## src/rtl/id_ex_operand_stage.sv

```systemverilog
// rtl/id_ex_operand_stage.sv - ID/EX pipeline register with operand forwarding, immediate select and load-use detection
module id_ex_operand_stage #(
  parameter int WIDTH     = 32,
  parameter int REG_BITS  = 5,
  parameter int CTRL_BITS = 4,
  parameter int IMM_BITS  = 16
) (
  input  logic                  clk,
  input  logic                  rst_n,
  input  logic                  id_valid,
  input  logic [0:REG_BITS-1]   id_rs1,
  input  logic [0:REG_BITS-1]   id_rs2,
  input  logic [0:WIDTH-1]      id_rs1_val,
  input  logic [0:WIDTH-1]      id_rs2_val,
  input  logic [0:IMM_BITS-1]   id_imm,
  input  logic                  id_use_imm,
  input  logic                  id_imm_signed,
  input  logic [0:CTRL_BITS-1]  id_ctrl,
  input  logic [0:REG_BITS-1]   id_rd,
  input  logic                  id_wb_en,
  input  logic                  id_is_load,
  input  logic [0:REG_BITS-1]   exmem_rd,
  input  logic                  exmem_wb_en,
  input  logic [0:WIDTH-1]      exmem_result,
  input  logic [0:REG_BITS-1]   memwb_rd,
  input  logic                  memwb_wb_en,
  input  logic [0:WIDTH-1]      memwb_result,
  input  logic                  stall_in,
  input  logic                  flush,
  output logic                  hazard_out,
  output logic                  ex_valid,
  output logic [0:WIDTH-1]      ex_a,
  output logic [0:WIDTH-1]      ex_b,
  output logic [0:CTRL_BITS-1]  ex_ctrl,
  output logic [0:REG_BITS-1]   ex_rd,
  output logic                  ex_wb_en,
  output logic                  ex_is_load
);

  // EX-slot state
  logic                 valid_q,      valid_d;
  logic [0:REG_BITS-1]  rs1_q,        rs1_d;
  logic [0:REG_BITS-1]  rs2_q,        rs2_d;
  logic [0:WIDTH-1]     a_q,          a_d;
  logic [0:WIDTH-1]     b_q,          b_d;
  logic [0:IMM_BITS-1]  imm_q,        imm_d;
  logic                 use_imm_q,    use_imm_d;
  logic                 imm_signed_q, imm_signed_d;
  logic [0:CTRL_BITS-1] ctrl_q,       ctrl_d;
  logic [0:REG_BITS-1]  rd_q,         rd_d;
  logic                 wb_en_q,      wb_en_d;
  logic                 is_load_q,    is_load_d;

  logic [0:WIDTH-1]     fwd_a;
  logic [0:WIDTH-1]     fwd_b;
  logic [0:WIDTH-1]     imm_ext;
  logic [0:WIDTH-1]     cap_a;
  logic [0:WIDTH-1]     cap_b;

  // Youngest producer wins; register 0 is never replaced by a forwarded value.
  function automatic logic [0:WIDTH-1] fwd(
    input logic [0:REG_BITS-1] r,
    input logic [0:WIDTH-1]    q,
    input logic [0:REG_BITS-1] xm_rd,
    input logic                xm_en,
    input logic [0:WIDTH-1]    xm_res,
    input logic [0:REG_BITS-1] mw_rd,
    input logic                mw_en,
    input logic [0:WIDTH-1]    mw_res
  );
    logic [0:WIDTH-1] v;
    v = q;
    if (r != '0) begin
      if (xm_en && (xm_rd == r)) begin
        v = xm_res;
      end else if (mw_en && (mw_rd == r)) begin
        v = mw_res;
      end
    end
    return v;
  endfunction

  // Operand forwarding from the held EX-slot values.
  always_comb begin
    fwd_a = fwd(rs1_q, a_q, exmem_rd, exmem_wb_en, exmem_result,
                memwb_rd, memwb_wb_en, memwb_result);
    fwd_b = fwd(rs2_q, b_q, exmem_rd, exmem_wb_en, exmem_result,
                memwb_rd, memwb_wb_en, memwb_result);
  end

  // Immediate extension; bit 0 is the sign bit in MSB-first numbering.
  always_comb begin
    imm_ext = {{(WIDTH-IMM_BITS){imm_signed_q & imm_q[0]}}, imm_q};
  end

  // Capture-time bypass so a value retiring from MEM/WB this cycle is not lost.
  always_comb begin
    cap_a = id_rs1_val;
    cap_b = id_rs2_val;
    if ((id_rs1 != '0) && memwb_wb_en && (memwb_rd == id_rs1)) begin
      cap_a = memwb_result;
    end
    if ((id_rs2 != '0) && memwb_wb_en && (memwb_rd == id_rs2)) begin
      cap_b = memwb_result;
    end
  end

  assign ex_valid   = valid_q;
  assign ex_a       = fwd_a;
  assign ex_b       = use_imm_q ? imm_ext : fwd_b;
  assign ex_ctrl    = ctrl_q;
  assign ex_rd      = rd_q;
  assign ex_wb_en   = wb_en_q & valid_q;
  assign ex_is_load = is_load_q & valid_q;

  assign hazard_out = id_valid & ex_valid & ex_is_load & (rd_q != '0) &
                      ((rd_q == id_rs1) | (~id_use_imm & (rd_q == id_rs2)));

  // Next-state selection: flush > stall (with operand refresh) > bubble > capture.
  always_comb begin
    valid_d      = valid_q;
    rs1_d        = rs1_q;
    rs2_d        = rs2_q;
    a_d          = a_q;
    b_d          = b_q;
    imm_d        = imm_q;
    use_imm_d    = use_imm_q;
    imm_signed_d = imm_signed_q;
    ctrl_d       = ctrl_q;
    rd_d         = rd_q;
    wb_en_d      = wb_en_q;
    is_load_d    = is_load_q;
    if (flush) begin
      valid_d   = 1'b0;
      wb_en_d   = 1'b0;
      is_load_d = 1'b0;
    end else if (stall_in) begin
      a_d = fwd_a;
      b_d = fwd_b;
    end else if (hazard_out) begin
      valid_d   = 1'b0;
      wb_en_d   = 1'b0;
      is_load_d = 1'b0;
    end else begin
      valid_d      = id_valid;
      rs1_d        = id_rs1;
      rs2_d        = id_rs2;
      a_d          = cap_a;
      b_d          = cap_b;
      imm_d        = id_imm;
      use_imm_d    = id_use_imm;
      imm_signed_d = id_imm_signed;
      ctrl_d       = id_ctrl;
      rd_d         = id_rd;
      wb_en_d      = id_valid & id_wb_en;
      is_load_d    = id_valid & id_is_load;
    end
  end

  // EX-slot register bank with asynchronous clear.
  always_ff @(posedge clk or negedge rst_n) begin
    if (!rst_n) begin
      valid_q      <= 1'b0;
      rs1_q        <= '0;
      rs2_q        <= '0;
      a_q          <= '0;
      b_q          <= '0;
      imm_q        <= '0;
      use_imm_q    <= 1'b0;
      imm_signed_q <= 1'b0;
      ctrl_q       <= '0;
      rd_q         <= '0;
      wb_en_q      <= 1'b0;
      is_load_q    <= 1'b0;
    end else begin
      valid_q      <= valid_d;
      rs1_q        <= rs1_d;
      rs2_q        <= rs2_d;
      a_q          <= a_d;
      b_q          <= b_d;
      imm_q        <= imm_d;
      use_imm_q    <= use_imm_d;
      imm_signed_q <= imm_signed_d;
      ctrl_q       <= ctrl_d;
      rd_q         <= rd_d;
      wb_en_q      <= wb_en_d;
      is_load_q    <= is_load_d;
    end
  end

endmodule
```

## config.mk

```make
export PLATFORM = sky130hd
export DESIGN_NAME = id_ex_operand_stage
export DESIGN_NICKNAME = d
export VERILOG_FILES = /design/src/rtl/id_ex_operand_stage.sv
export SDC_FILE = /design/constraint.sdc
export NUM_CORES = 1
export LEC_CHECK = 0
export BUFFER_PORTS_ARGS = -buffer_cell sky130_fd_sc_hd__buf_4
export CAP_MARGIN = 20
export CELL_PAD_IN_SITES_DETAIL_PLACEMENT = 0
export CELL_PAD_IN_SITES_GLOBAL_PLACEMENT = 2
export CORE_ASPECT_RATIO = 0.7
export CORE_MARGIN = 3
export CORE_UTILIZATION = 26
export DETAILED_ROUTE_END_ITERATION = 10
export MAX_ROUTING_LAYER = met4
export PLACE_DENSITY = 0.81
export SKIP_LAST_GASP = 1
export SLEW_MARGIN = 0
export SYNTH_ARGS = -nofsm -noshare
export SYNTH_HDL_FRONTEND = slang
export SYNTH_SLANG_ARGS = --single-unit
```

## constraint.sdc

```tcl
create_clock -name clk -period 2.45 [get_ports clk]
set_clock_uncertainty 0.2 [all_clocks]
set_input_delay 0.245 -clock clk [delete_from_list [all_inputs] [get_ports clk]]
set_output_delay 0.245 -clock clk [all_outputs]
set_load 0.02 [all_outputs]
```

==> impl_results.html <==
<table>
<tr><th>Metric</th><th>Value</th></tr>
<tr><th colspan="2">STA</th></tr>
<tr><td>Least setup slack across all paths after layout</td><td>-529 ps</td></tr>
<tr><td>Count of pins over their slew limit</td><td>0</td></tr>
<tr><td>Final period util</td><td>122%</td></tr>
<tr><td>Setup violators final</td><td>~160</td></tr>
<tr><td>Hold Violations, Final</td><td>0</td></tr>
<tr><td>Fin Hold WS</td><td>10.4 ps</td></tr>
<tr><td>Unrepaired setup endpoints after global routing</td><td>yes</td></tr>
<tr><td>Worst slew slack as a fraction of its limit</td><td>58.6%</td></tr>
<tr><td>Minimum clock period after layout</td><td>2980 ps</td></tr>
<tr><td>Max Freq</td><td>approximately 340 MHz</td></tr>
<tr><td>Slew of the pin with the lowest slew margin</td><td>621 ps</td></tr>
<tr><th colspan="2">Drt</th></tr>
<tr><td>Post-route antenna net violation count</td><td>0</td></tr>
<tr><td>Number of vias after detailed routing</td><td>roughly 10,000</td></tr>
<tr><td>Per-cell via count in the routed design</td><td>5.57</td></tr>
<tr><td>Routed WL</td><td>43.8 mm</td></tr>
<tr><td>DRT iter0 DRCs</td><td>914</td></tr>
<tr><td>Drt first pass iters</td><td>5</td></tr>
<tr><td>Avg WL per Cell</td><td>24.2 µm</td></tr>
<tr><td>DRC violations left</td><td>0</td></tr>
<tr><th colspan="2">Clock tree</th></tr>
<tr><td>Clock root buffer</td><td>sky130_fd_sc_hd__clkbuf_16</td></tr>
<tr><td>Maximum count of clock buffers along a single path</td><td>2</td></tr>
<tr><td>Maximum level of the CTS H-tree</td><td>3</td></tr>
<tr><td>Inserted Clock Buffers</td><td>9</td></tr>
<tr><td>Clock insertion delay at the later pin of the skew report</td><td>370 ps</td></tr>
<tr><td>CTS tree</td><td>built</td></tr>
<tr><td>Clock-pin slew on the worst setup and hold paths</td><td>80 ps</td></tr>
<tr><td>Number of sinks handled by clock tree synthesis</td><td>around 100</td></tr>
<tr><th colspan="2">Logic synthesis</th></tr>
<tr><td>Share of synthesized area occupied by flip-flops and latches</td><td>a little under a third</td></tr>
<tr><td>Post-synth EDFFs</td><td>0</td></tr>
<tr><td>Yosys warning count</td><td>0</td></tr>
<tr><td>Cell taking the most area after synthesis</td><td>sky130_fd_sc_hd__dfrtp_1</td></tr>
<tr><td>Library cells used by synthesis</td><td>43</td></tr>
<tr><td>Average footprint of a synthesized cell</td><td>approximately 8 µm²</td></tr>
<tr><td>Cell area after synthesis</td><td>between 8000 and 9000 µm²</td></tr>
<tr><td>Top cell type's share of synthesized area</td><td>a little under a third</td></tr>
<tr><td>Count leader, synth</td><td>sky130_fd_sc_hd__nand2_1</td></tr>
<tr><td>Synthesized instance count</td><td>1,025</td></tr>
<tr><td>Syn Nets</td><td>1,209</td></tr>
<tr><td>Top cells by count, synth</td><td>sky130_fd_sc_hd__nand2_1 (190), sky130_fd_sc_hd__dfrtp_1 (104), sky130_fd_sc_hd__clkbuf_1 (80)</td></tr>
<tr><td>Share of synthesized registers carrying an async set or reset</td><td>100%</td></tr>
<tr><td>Leading post-synthesis cells by cell area</td><td>sky130_fd_sc_hd__dfrtp_1 (32%), sky130_fd_sc_hd__nand2_1 (8.7%), sky130_fd_sc_hd__a211oi_1 (6.0%), sky130_fd_sc_hd__mux2_4 (5.5%), sky130_fd_sc_hd__nor3_1 (4.1%)</td></tr>
<tr><td>Number of synthesized register bits</td><td>between 100 and 150</td></tr>
<tr><td>Primary FF master, synth</td><td>sky130_fd_sc_hd__dfrtp_1</td></tr>
<tr><th colspan="2">Layout</th></tr>
<tr><td>Finished Core Util</td><td>48.8%</td></tr>
<tr><td>Number of fill cells</td><td>2,856</td></tr>
<tr><td>Final standard cell area without fillers</td><td>14,800 µm²</td></tr>
<tr><td>Count of nets after finishing</td><td>1,573</td></tr>
<tr><td>Synthesis-to-layout area growth</td><td>81.9%</td></tr>
<tr><td>Share of cells above drive strength 1</td><td>46.1%</td></tr>
<tr><th colspan="2">Global routing</th></tr>
<tr><td>All-Layer GR Usage</td><td>25.7%</td></tr>
<tr><td>Largest net degree at the start of global routing</td><td>58</td></tr>
<tr><td>Via count of the first global-routing pass</td><td>~10,000</td></tr>
<tr><td>First-pass GRT wire length</td><td>64.1 mm</td></tr>
<tr><td>Number of antenna violations at the first check in global routing</td><td>4</td></tr>
<tr><td>Total overflow reported by the global router</td><td>0</td></tr>
<tr><th colspan="2">Floorplan</th></tr>
<tr><td>Starting density of the core</td><td>26.8%</td></tr>
<tr><td>Site row count</td><td>53</td></tr>
<tr><td>Die outline area</td><td>about 34,000 µm²</td></tr>
<tr><td>Core outline area</td><td>30,400 µm²</td></tr>
<tr><td>Die height</td><td>154 µm</td></tr>
<tr><td>X dimension of the die</td><td>218 µm</td></tr>
<tr><td>Count of boundary I/O pins</td><td>261</td></tr>
<tr><th colspan="2">Outcome</th></tr>
<tr><td>Failing checks</td><td>setup timing</td></tr>
<tr><td>Result of the run</td><td>finished, violations left</td></tr>
<tr><th colspan="2">Critical path</th></tr>
<tr><td>Worst Reg2Reg Path Length in Cells</td><td>7</td></tr>
<tr><td>Maximum fanout along the worst path</td><td>7</td></tr>
<tr><td>Category of the critical setup timing path</td><td>reg -&gt; out</td></tr>
<tr><td>FF-to-FF Start</td><td>ex_rd[4]</td></tr>
<tr><td>Worst r2r dst</td><td>b_q[21]</td></tr>
<tr><td>Req. time, crit path</td><td>around 2000 ps</td></tr>
<tr><td>Setup crit end kind</td><td>output pin</td></tr>
<tr><td>Reg-to-reg slack, setup</td><td>-130 ps</td></tr>
<tr><td>Category of the worst setup path launch point</td><td>flip-flop</td></tr>
<tr><td>Signal arrival time at the worst endpoint</td><td>2530 ps</td></tr>
<tr><th colspan="2">Power</th></tr>
<tr><td>Power per unit of standard cell area</td><td>497 nW/µm²</td></tr>
<tr><td>Leak Pwr</td><td>6.47 nW</td></tr>
<tr><td>Worst IR Drop VDD</td><td>284 µV</td></tr>
<tr><th colspan="2">Placed design</th></tr>
<tr><td>GP Congestion</td><td>slightly below 0.9</td></tr>
<tr><td>HPWL after detailed placement</td><td>27.0 mm</td></tr>
<tr><td>Placed Area</td><td>11,300 µm²</td></tr>
<tr><td>IO buf count</td><td>260</td></tr>
<tr><th colspan="2">Worst hold path</th></tr>
<tr><td>Hold Path Origin</td><td>id_rs1_val[3]</td></tr>
<tr><td>Min-Delay Path Class</td><td>in -&gt; reg</td></tr>
<tr><td>WHS Endpoint</td><td>a_q[3]</td></tr>
<tr><td>Hold Path Depth</td><td>3</td></tr>
<tr><th colspan="2">Flow run</th></tr>
<tr><td>Number of violations of the max-capacitance limit</td><td>0</td></tr>
</table>
what timing repair did:
action / CTS / global route
gates cloned: 26 / 4
hold buffers: 39 / 0
endpoints found under the hold margin: 71 / 0
endpoints found under the setup margin: 164 / 166
pin swaps: 83 / 87
resized for setup: 235 / 147
setup buffers: 40 / 17
sequential cells by signal, summed over array words and instances, names as in the netlist:
signal	count
imm_signed_q	1
rs2_q	5
ex_rd	5
is_load_q	1
wb_en_q	1
a_q	32
rs1_q	5
b_q	32
imm_q	16
use_imm_q	1
ex_ctrl	4
ex_valid	1
where the power goes:
part	internal (W)	total (W)	switching, W	leakage [nW]
combinational	0.00177	0.00349	0.00172	5.11
clock	0.000927	0.00167	0.000743	0.154
sequential	0.00199	0.00222	0.000236	1.20
total	0.00469	0.00738	0.00270	6.47
layer usage:
layer	track usage, %	up-vias	wire (µm)
met5	-	-	0
met1	35.4	5041	19800
met2	39.4	455	19800
met3	5.77	53	3560
met4	4.00	0	672
li1	-	4537	-
cells by family after synthesis:
group | share of synthesized area [%]
AOI/OAI and AO/OA | 27.0
xor gates and xnor gates | 4.08
buffers and inverters | 5.41
DFF | 31.9
muxes | 6.61
and+or+nand+nor | 25.0
cell usage in the layout (no fill, tap or decap), types with 3 or more instances in the layout:
cell / netlist / layout
sky130_fd_sc_hd__o31ai_2: 0 / 11
sky130_fd_sc_hd__clkbuf_1: 80 / 3
sky130_fd_sc_hd__xnor2_2: 0 / 5
sky130_fd_sc_hd__a21o_1: 32 / 32
sky130_fd_sc_hd__diode_2: 0 / 4
sky130_fd_sc_hd__buf_16: 0 / 13
sky130_fd_sc_hd__nor2_1: 70 / 70
sky130_fd_sc_hd__nor3_1: 67 / 57
sky130_fd_sc_hd__or3_1: 33 / 32
sky130_fd_sc_hd__mux2_4: 30 / 36
sky130_fd_sc_hd__o31ai_1: 32 / 10
sky130_fd_sc_hd__a32o_1: 32 / 32
sky130_fd_sc_hd__o311ai_1: 4 / 5
sky130_fd_sc_hd__o21ai_1: 33 / 59
sky130_fd_sc_hd__clkbuf_16: 0 / 13
sky130_fd_sc_hd__and2_1: 37 / 34
sky130_fd_sc_hd__dlygate4sd3_1: 0 / 39
sky130_fd_sc_hd__a211oi_2: 1 / 46
sky130_fd_sc_hd__o22ai_4: 0 / 30
sky130_fd_sc_hd__a211oi_4: 0 / 6
sky130_fd_sc_hd__nor3_2: 0 / 9
sky130_fd_sc_hd__o21ai_2: 0 / 3
sky130_fd_sc_hd__o311ai_4: 0 / 23
sky130_fd_sc_hd__buf_12: 0 / 43
sky130_fd_sc_hd__and3_1: 32 / 31
sky130_fd_sc_hd__nor4_2: 0 / 3
sky130_fd_sc_hd__xor2_1: 13 / 11
sky130_fd_sc_hd__dfrtp_2: 0 / 8
sky130_fd_sc_hd__o41a_4: 0 / 3
sky130_fd_sc_hd__o311ai_2: 0 / 3
sky130_fd_sc_hd__buf_6: 7 / 56
sky130_fd_sc_hd__xnor2_1: 25 / 20
sky130_fd_sc_hd__nand2_1: 190 / 187
sky130_fd_sc_hd__a211oi_1: 65 / 14
sky130_fd_sc_hd__buf_4: 2 / 287
sky130_fd_sc_hd__o31ai_4: 0 / 11
sky130_fd_sc_hd__buf_8: 0 / 6
sky130_fd_sc_hd__nand3_1: 7 / 6
sky130_fd_sc_hd__dfrtp_1: 104 / 96
worst max-delay path by stage:
stage | depth (start not counted) | slack [ps] | to | start
after floorplan | 7 | -40 | ex_rd[1] | ex_rd[3]
after global placement | 9 | -180 | ex_b[17] | rs2_q[2]
after detailed placement | 9 | -300 | ex_b[16] | rs2_q[3]
after CTS | 9 | -520 | ex_b[16] | rs2_q[4]
after global routing | 9 | -590 | ex_b[16] | rs2_q[2]
final | 8 | -530 | ex_b[21] | rs2_q[3]
worst max-delay path, stage by stage (launching register included):
cell and delay (ps):
sky130_fd_sc_hd__dfrtp_1 410, sky130_fd_sc_hd__xor2_1 160, sky130_fd_sc_hd__nor4_2 400, sky130_fd_sc_hd__nand2_1 140, sky130_fd_sc_hd__a22o_4 330, sky130_fd_sc_hd__buf_16 180, sky130_fd_sc_hd__a211oi_2 220, sky130_fd_sc_hd__o21ai_1 140
sky130_fd_sc_hd__buf_4 170
through the flow:
stage	power, W	setup WS, ps	TNS (ps)	instances
2_1_floorplan	0.00359	-39.9	-1160	1025
3_5_place_dp	0.00490	-301	-16340	1689
3_3_place_gp	0.00488	-182	-10390	1689
5_1_grt	0.00772	-586	-42080	1810
4_1_cts	0.00722	-525	-42260	1802
6_report	0.00738	-529	-32600	1810
cell type report:
cell class | count | area, µm² | area share (%)
sequential | 104 | 2610 | 17.6
clock inverter | 3 | 65.1 | 0.438
clock buffer | 13 | 250 | 1.69
multi-input combinational | 823 | 6790 | 45.8
antenna | 4 | 10.0 | 0.0674
inverter | 3 | 11.3 | 0.0759
timing repair buffer | 448 | 4580 | 30.9
tap | 412 | 515 | 3.47
No activity file was read; power rests on OpenSTA's default activity.
